===== config.mk =====
export PLATFORM = sky130hd
export DESIGN_NAME = axicb_mst_switch_rd_flat
export DESIGN_NICKNAME = d
export VERILOG_FILES = /design/src/rtl/axicb_mst_switch_rd_if.sv /design/src/rtl/axicb_mst_switch_rd.sv /design/src/flat_wrapper.sv
export SDC_FILE = /design/constraint.sdc
export NUM_CORES = 1
export LEC_CHECK = 0
export CORE_ASPECT_RATIO = 1.4
export CORE_MARGIN = 2
export CORE_UTILIZATION = 35
export CTS_CLUSTER_SIZE = 10
export DETAILED_ROUTE_END_ITERATION = 8
export PLACE_DENSITY_LB_ADDON = 0.05
export REMOVE_ABC_BUFFERS = 1
export SYNTH_ARGS = -nofsm -noshare
export SYNTH_HDL_FRONTEND = slang
export SYNTH_SLANG_ARGS = --single-unit
export TNS_END_PERCENT = 30

===== constraint.sdc =====
create_clock -name aclk -period 4.7 [get_ports aclk]
set_input_delay 1.41 -clock aclk [delete_from_list [all_inputs] [get_ports aclk]]
set_output_delay 1.41 -clock aclk [all_outputs]
set_load 0.05 [all_outputs]

===== src/rtl/axicb_mst_switch_rd_if.sv =====
// Read-path bundle between up to four master-side switches and one slave port.
// The slave modport is the switch's view; the master modport is the surrounding fabric's view.
interface axicb_mst_switch_rd_if #(
   parameter int unsigned MST_NB = 4,
   parameter int unsigned ARCH_W = 8,
   parameter int unsigned RCH_W  = 8
);
   logic [MST_NB-1:0]        i_arvalid;
   logic [MST_NB-1:0]        i_arready;
   logic [MST_NB*ARCH_W-1:0] i_arch;
   logic [MST_NB-1:0]        i_rvalid;
   logic [MST_NB-1:0]        i_rready;
   logic [MST_NB-1:0]        i_rlast;
   logic [RCH_W-1:0]         i_rch;
   logic                     o_arvalid;
   logic                     o_arready;
   logic [ARCH_W-1:0]        o_arch;
   logic                     o_rvalid;
   logic                     o_rready;
   logic                     o_rlast;
   logic [RCH_W-1:0]         o_rch;
   logic                     o_rid_err;

   modport slave (
      input  i_arvalid, i_arch, i_rready, o_arready, o_rvalid, o_rlast, o_rch,
      output i_arready, i_rvalid, i_rlast, i_rch, o_arvalid, o_arch, o_rready, o_rid_err
   );

   modport master (
      output i_arvalid, i_arch, i_rready, o_arready, o_rvalid, o_rlast, o_rch,
      input  i_arready, i_rvalid, i_rlast, i_rch, o_arvalid, o_arch, o_rready, o_rid_err
   );
endinterface


===== src/rtl/axicb_mst_switch_rd.sv =====
// Slave-side read switch: round-robin AR arbitration over up to four masters with
// per-master outstanding-read caps, and RID-decoded routing of R beats back to the owner.
module axicb_mst_switch_rd #(
   parameter int unsigned         AXI_ADDR_W      = 8,
   parameter int unsigned         AXI_ID_W        = 8,
   parameter int unsigned         MST_NB          = 4,
   parameter int unsigned         MST_OSTDREQ_NUM = 4,
   parameter logic [AXI_ID_W-1:0] MST0_ID_MASK    = AXI_ID_W'('h10),
   parameter logic [AXI_ID_W-1:0] MST1_ID_MASK    = AXI_ID_W'('h20),
   parameter logic [AXI_ID_W-1:0] MST2_ID_MASK    = AXI_ID_W'('h40),
   parameter logic [AXI_ID_W-1:0] MST3_ID_MASK    = AXI_ID_W'('h80),
   parameter int unsigned         ARCH_W          = 8,
   parameter int unsigned         RCH_W           = 8
) (
   input  logic                 aclk,
   input  logic                 srst,
   axicb_mst_switch_rd_if.slave bus
);

   localparam int unsigned IDX_W = 2;
   localparam int unsigned CNT_W = 8;
   localparam logic [CNT_W-1:0]    OSTD_MAX = CNT_W'(MST_OSTDREQ_NUM);
   localparam logic [AXI_ID_W-1:0] ID_MASK [4] = '{MST0_ID_MASK, MST1_ID_MASK,
                                                   MST2_ID_MASK, MST3_ID_MASK};

   if (MST_NB < 1 || MST_NB > 4 || AXI_ADDR_W > ARCH_W || AXI_ID_W > RCH_W) begin : g_cfg_err
      $error("axicb_mst_switch_rd: unsupported parameter set");
   end

   typedef enum logic {IDLE, LOCKED} state_t;

   state_t             state_q, state_d;
   logic [IDX_W-1:0]   ptr_q;
   logic [IDX_W-1:0]   grant_q, grant_d;
   logic [CNT_W-1:0]   ostd_q [MST_NB];
   logic               rid_err_q;

   logic [MST_NB-1:0]  eligible;
   logic [IDX_W-1:0]   rr_idx;
   logic [IDX_W-1:0]   arb_idx;
   logic               arb_hit;
   logic [IDX_W-1:0]   gnt;
   logic               arvalid_c;
   logic               ar_hs;
   logic [MST_NB-1:0]  arready_c;
   logic [AXI_ID_W-1:0] rid;
   logic [MST_NB-1:0]  sel;
   logic               r_match;
   logic               rready_c;
   logic               r_hs;
   logic [MST_NB-1:0]  ostd_inc;
   logic [MST_NB-1:0]  ostd_dec;

   // A master is only considered while it has room for another outstanding read
   always_comb begin
      eligible = '0;
      for (int m = 0; m < MST_NB; m++) begin
         eligible[m] = bus.i_arvalid[m] && (ostd_q[m] < OSTD_MAX);
      end
   end

   // Round-robin pick: first eligible master at or after ptr, circularly
   always_comb begin
      arb_idx = ptr_q;
      arb_hit = 1'b0;
      rr_idx  = '0;
      for (int i = 0; i < MST_NB; i++) begin
         rr_idx = IDX_W'((32'(ptr_q) + 32'(i)) % MST_NB);
         if (!arb_hit && eligible[rr_idx]) begin
            arb_idx = rr_idx;
            arb_hit = 1'b1;
         end
      end
   end

   // Arbiter FSM: once o_arvalid is shown without ready, the grant is frozen
   always_comb begin
      state_d   = state_q;
      grant_d   = grant_q;
      gnt       = arb_idx;
      arvalid_c = arb_hit;
      case (state_q)
         IDLE: begin
            if (arb_hit && !bus.o_arready) begin
               state_d = LOCKED;
               grant_d = arb_idx;
            end
         end
         LOCKED: begin
            gnt       = grant_q;
            arvalid_c = 1'b1;
            if (bus.o_arready) begin
               state_d = IDLE;
            end
         end
         default: state_d = IDLE;
      endcase
   end

   assign ar_hs = arvalid_c && bus.o_arready;

   always_comb begin
      arready_c      = '0;
      arready_c[gnt] = ar_hs;
   end

   assign bus.i_arready = arready_c;
   assign bus.o_arvalid = arvalid_c;
   assign bus.o_arch    = bus.i_arch[32'(gnt)*ARCH_W +: ARCH_W];

   // R owner decode: lowest master whose mask bits are all set in RID
   assign rid = bus.o_rch[AXI_ID_W-1:0];

   always_comb begin
      sel     = '0;
      r_match = 1'b0;
      for (int m = 0; m < MST_NB; m++) begin
         if (!r_match && ((rid & ID_MASK[m]) == ID_MASK[m])) begin
            sel[m]  = 1'b1;
            r_match = 1'b1;
         end
      end
   end

   // Unmatched beats are sunk so the slave never stalls on a stray RID
   assign rready_c      = r_match ? |(bus.i_rready & sel) : bus.o_rvalid;
   assign r_hs          = bus.o_rvalid && rready_c;
   assign bus.o_rready  = rready_c;
   assign bus.i_rvalid  = {MST_NB{bus.o_rvalid}} & sel;
   assign bus.i_rlast   = {MST_NB{bus.o_rlast}} & sel;
   assign bus.i_rch     = bus.o_rch;
   assign bus.o_rid_err = rid_err_q;

   always_comb begin
      ostd_inc = '0;
      ostd_dec = '0;
      for (int m = 0; m < MST_NB; m++) begin
         ostd_inc[m] = ar_hs && (gnt == IDX_W'(m));
         ostd_dec[m] = r_hs && bus.o_rlast && sel[m];
      end
   end

   always_ff @(posedge aclk) begin
      if (srst) begin
         state_q   <= IDLE;
         ptr_q     <= '0;
         grant_q   <= '0;
         rid_err_q <= 1'b0;
         for (int m = 0; m < MST_NB; m++) begin
            ostd_q[m] <= '0;
         end
      end else begin
         state_q   <= state_d;
         grant_q   <= grant_d;
         rid_err_q <= r_hs && !r_match;
         if (ar_hs) begin
            ptr_q <= (32'(gnt) == MST_NB - 1) ? '0 : gnt + IDX_W'(1);
         end
         // Simultaneous issue and retire for one master cancel out
         for (int m = 0; m < MST_NB; m++) begin
            if (ostd_inc[m] && !ostd_dec[m] && (ostd_q[m] != '1)) begin
               ostd_q[m] <= ostd_q[m] + CNT_W'(1);
            end else if (ostd_dec[m] && !ostd_inc[m] && (ostd_q[m] != '0)) begin
               ostd_q[m] <= ostd_q[m] - CNT_W'(1);
            end
         end
      end
   end

endmodule


===== src/flat_wrapper.sv =====
// flat-port wrapper written by rule: the top's interface ports become plain ports
module axicb_mst_switch_rd_flat 
#(
   parameter int unsigned         AXI_ADDR_W      = 8,
   parameter int unsigned         AXI_ID_W        = 8,
   parameter int unsigned         MST_NB          = 4,
   parameter int unsigned         MST_OSTDREQ_NUM = 4,
   parameter logic [AXI_ID_W-1:0] MST0_ID_MASK    = AXI_ID_W'('h10),
   parameter logic [AXI_ID_W-1:0] MST1_ID_MASK    = AXI_ID_W'('h20),
   parameter logic [AXI_ID_W-1:0] MST2_ID_MASK    = AXI_ID_W'('h40),
   parameter logic [AXI_ID_W-1:0] MST3_ID_MASK    = AXI_ID_W'('h80),
   parameter int unsigned         ARCH_W          = 8,
   parameter int unsigned         RCH_W           = 8
)
  (aclk, srst, bus_i_arvalid, bus_i_arch, bus_i_rready, bus_o_arready, bus_o_rvalid, bus_o_rlast, bus_o_rch, bus_i_arready, bus_i_rvalid, bus_i_rlast, bus_i_rch, bus_o_arvalid, bus_o_arch, bus_o_rready, bus_o_rid_err);
  axicb_mst_switch_rd_if #(.MST_NB(MST_NB), .ARCH_W(ARCH_W), .RCH_W(RCH_W)) bus_i ();
  input  logic aclk;
  input  logic srst;
  input wire logic [$bits(bus_i.i_arvalid)-1:0] bus_i_arvalid;
  input wire logic [$bits(bus_i.i_arch)-1:0] bus_i_arch;
  input wire logic [$bits(bus_i.i_rready)-1:0] bus_i_rready;
  input wire logic [$bits(bus_i.o_arready)-1:0] bus_o_arready;
  input wire logic [$bits(bus_i.o_rvalid)-1:0] bus_o_rvalid;
  input wire logic [$bits(bus_i.o_rlast)-1:0] bus_o_rlast;
  input wire logic [$bits(bus_i.o_rch)-1:0] bus_o_rch;
  output wire logic [$bits(bus_i.i_arready)-1:0] bus_i_arready;
  output wire logic [$bits(bus_i.i_rvalid)-1:0] bus_i_rvalid;
  output wire logic [$bits(bus_i.i_rlast)-1:0] bus_i_rlast;
  output wire logic [$bits(bus_i.i_rch)-1:0] bus_i_rch;
  output wire logic [$bits(bus_i.o_arvalid)-1:0] bus_o_arvalid;
  output wire logic [$bits(bus_i.o_arch)-1:0] bus_o_arch;
  output wire logic [$bits(bus_i.o_rready)-1:0] bus_o_rready;
  output wire logic [$bits(bus_i.o_rid_err)-1:0] bus_o_rid_err;
  assign bus_i.i_arvalid = bus_i_arvalid;
  assign bus_i.i_arch = bus_i_arch;
  assign bus_i.i_rready = bus_i_rready;
  assign bus_i.o_arready = bus_o_arready;
  assign bus_i.o_rvalid = bus_o_rvalid;
  assign bus_i.o_rlast = bus_o_rlast;
  assign bus_i.o_rch = bus_o_rch;
  assign bus_i_arready = bus_i.i_arready;
  assign bus_i_rvalid = bus_i.i_rvalid;
  assign bus_i_rlast = bus_i.i_rlast;
  assign bus_i_rch = bus_i.i_rch;
  assign bus_o_arvalid = bus_i.o_arvalid;
  assign bus_o_arch = bus_i.o_arch;
  assign bus_o_rready = bus_i.o_rready;
  assign bus_o_rid_err = bus_i.o_rid_err;
  axicb_mst_switch_rd #(.AXI_ADDR_W(AXI_ADDR_W), .AXI_ID_W(AXI_ID_W), .MST_NB(MST_NB), .MST_OSTDREQ_NUM(MST_OSTDREQ_NUM), .MST0_ID_MASK(MST0_ID_MASK), .MST1_ID_MASK(MST1_ID_MASK), .MST2_ID_MASK(MST2_ID_MASK), .MST3_ID_MASK(MST3_ID_MASK), .ARCH_W(ARCH_W), .RCH_W(RCH_W)) u_core (.aclk(aclk), .srst(srst), .bus(bus_i));
endmodule

==> flow_summary.json <==
{
  "rows": 43,
  "yosysSeqAreaShare": 0.303,
  "insertedDiodeCount": 0,
  "ant_nets": 0,
  "critPathArrivalTime_ns": 3.19,
  "hp-class": "flop to flop",
  "cts.sinks": 38,
  "power_leakage_nw": 2.19,
  "drv_cap": 0,
  "finalHoldViolCount": 0,
  "drc": 0,
  "setup_slack_ns": 0.0989,
  "slew-limit-headroom": 0.660,
  "yosys.area.top_type_share": 0.269,
  "nets": 568,
  "cpMaxStageDelayCell": "mux2i_4",
  "worstSetupPathType": "primary input to output pin",
  "path_clk_slew_ns": 0.05,
  "cts_inserted_buffers": 5,
  "syn_area_per_cell_sq_um": 9.81,
  "finalWirelength_um": 9750,
  "post_route_cells_drive_above_1_share": 0.307,
  "die_h_um": 124,
  "first_global_vias": 3271,
  "end_kind": "output pin",
  "worst-path-max-fanout": 8,
  "antenna_found_initial": 0,
  "yosys.area.top_type": "edfxtp_1",
  "cp-start-kind": "primary input",
  "crit_chain": "dlygate4sd2_1, nand3_4, o221ai_2, o21a_1, a31oi_1, mux2i_1, buf_4, buf_12, mux2i_4, buf_12",
  "numPortBuffers": 75,
  "synth_cell_types": 63,
  "core-area_sq_um": 9900,
  "ios": 84,
  "htreeDepth": 2,
  "rsz0062_at_grt": "false",
  "grt_max_degree": 16,
  "worst_pin_slew_ns": 0.509,
  "slowest_delay_ns": 0.29,
  "viasPerCell": 5.02,
  "ys.flop_type": "edfxtp_1",
  "die_area_sq_um": 11000,
  "drt_first_pass_iters": 4,
  "slew_violations": 0,
  "layout.cells.non_filler": 624,
  "globalRouteOverflowTotal": 0,
  "dp_hpwl_um": 7430,
  "stdcell_area_sq_um": 5420,
  "fin_util": 0.547,
  "place_area_sq_um": 4880,
  "die_w_um": 89.4,
  "period_needed_ns": 4.60,
  "wl_per_cell_um": 15.6,
  "synth-async-reset-ratio": 0,
  "p_per_area_nw_per_um2": 220,
  "cts_hold_buf": 0,
  "tritoncts": "built",
  "final_common_cell": "buf_4",
  "clk_path_buf_depth": 2,
  "place.gp.congestion": 0.791,
  "max_freq_mhz": 217,
  "required_ns": 3.29,
  "area_growth_pct": 51.6,
  "syn-cell-area_sq_um": 3570,
  "synth_edf_count": 32,
  "grt_use_met2": 0.349,
  "globalRouteMet3Util": 0.0254,
  "setup_violations": 0,
  "yosysWarnings": 0,
  "status": "completed",
  "busiest_layer": "met2",
  "crit_top_cell": "buf_12",
  "drt_iter0_drc": 109,
  "ir_drop_mv": 0.201,
  "fin_crit_sh": 0.979,
  "fin_skew_ns": 0.00492,
  "fin_hold_ws_ns": 0.486,
  "dpl.cell_count": 606,
  "initial_core_util": 0.361,
  "synthTopCellsByArea": "edfxtp_1 27%, ha_1 8.4%, mux2i_1 7.8%",
  "syn_inst": 364,
  "grt.met1_usage": 0.213,
  "grt_use_total": 0.184,
  "ys_ff_latch": 38,
  "final_cell_mix": "61 x buf_4, 48 x clkdlybuf4s50_1, 40 x nor2_1, 32 x edfxtp_1, 24 x ha_1",
  "vias": 3135,
  "ctsRootBufferMaster": "clkbuf_16",
  "clk_latency_ns": 0.28,
  "pre_cts_slack_ns": -0.268,
  "grt_pass1_wl_um": 15800
}
## area by class of cell
type / count / area, sq um
Fill cell: 950 / 4480
Multi-Input combinational cell: 283 / 2460
Timing Repair Buffer: 138 / 1480
Sequential cell: 38 / 1080
Tap cell: 135 / 169
Clock buffer: 6 / 129
Inverter: 22 / 82.6
Clock inverter: 2 / 8.76
## path summary, 6_finish.rpt
check             slack (ns)                                 to  cells past startpoint                           start
hold reg to reg         0.49     u_core.grant_q[0]$_SDFFE_PP0P_                      2  u_core.grant_q[0]$_SDFFE_PP0P_
setup / recovery         0.1                      bus_o_arch[1]                     10                bus_i_arvalid[0]
setup reg to reg        0.75  u_core.ostd_q[0][7]$_SDFFCE_PN0P_                     17   u_core.ostd_q[3][4]$_DFFE_PP_
hold / removal          0.49     u_core.grant_q[0]$_SDFFE_PP0P_                      2  u_core.grant_q[0]$_SDFFE_PP0P_
## Yosys cell counts (3+ instances only)
cell type	count
nor2_1	40
edfxtp_1	32
mux2i_1	28
ha_1	24
nand2_1	22
inv_1	20
buf_4	12
and2_1	11
a21o_1	10
o21ai_0	10
a21oi_1	9
nand2b_1	9
xor2_1	9
xnor2_1	8
buf_6	7
nor2b_1	7
and3_1	6
dfxtp_1	6
nand3_1	6
nand4_1	6
nor3_1	6
a31oi_1	4
o311ai_1	4
a2111o_1	3
a221oi_1	3
a22oi_1	3
fa_1	3
nor3_4	3
nor4_4	3
o21a_1	3
o41ai_1	3
## cells by family after synthesis
group,count (synthesis),share of synthesized area
AOI/OAI and AO/OA,70,0.152
xor gates and xnor gates,17,0.0417
adders and majority gates,27,0.101
buffers and inverters,43,0.0757
DFF,38,0.303
muxes,30,0.0848
and+or+nand+nor,139,0.242
## metrics by stage
stage	TNS [ns]	total power, mW
2_1_floorplan	-4.41	0.594
3_3_place_gp	-2.46	0.784
3_5_place_dp	-3.15	0.788
4_1_cts	0	1.21
5_1_grt	0	1.24
6_report	0	1.19
## routing by layer
metal  vias to the layer above  wire length, um
met5                         -                0
met4                         0              103
met3                         9              160
met2                        31             5640
met1                      1510             3850
li1                       1585                -
## worst max-delay path, delay by kind of cell
family                 cells  cell delay (ns)
AND/OR/NAND/NOR            1             0.11
AO/OA/AOI/OAI              3             0.39
buffers and inverters      4             0.76
multiplexers               2             0.49
## timing repair
item	in CTS	in global routing
endpoints found under the setup margin	13	8
setup buffers	6	2
endpoints found under the hold margin	0	0
cloned	3	0
gates resized for setup	53	2
pin swaps	3	2
## state kept, by name (all words and copies together) (netlist names)
name,cells
u_core.state_q,1
u_core.ptr_q,2
u_core.grant_q,2
u_core.ostd_q,32
u_core.bus.o_rid_err,1
## report_power, final
group | internal (mW) | switching (mW)
sequential | 0.385 | 0.0246
combinational | 0.238 | 0.215
clock | 0.194 | 0.136
total | 0.817 | 0.376
(Power assumes the default switching activity.)
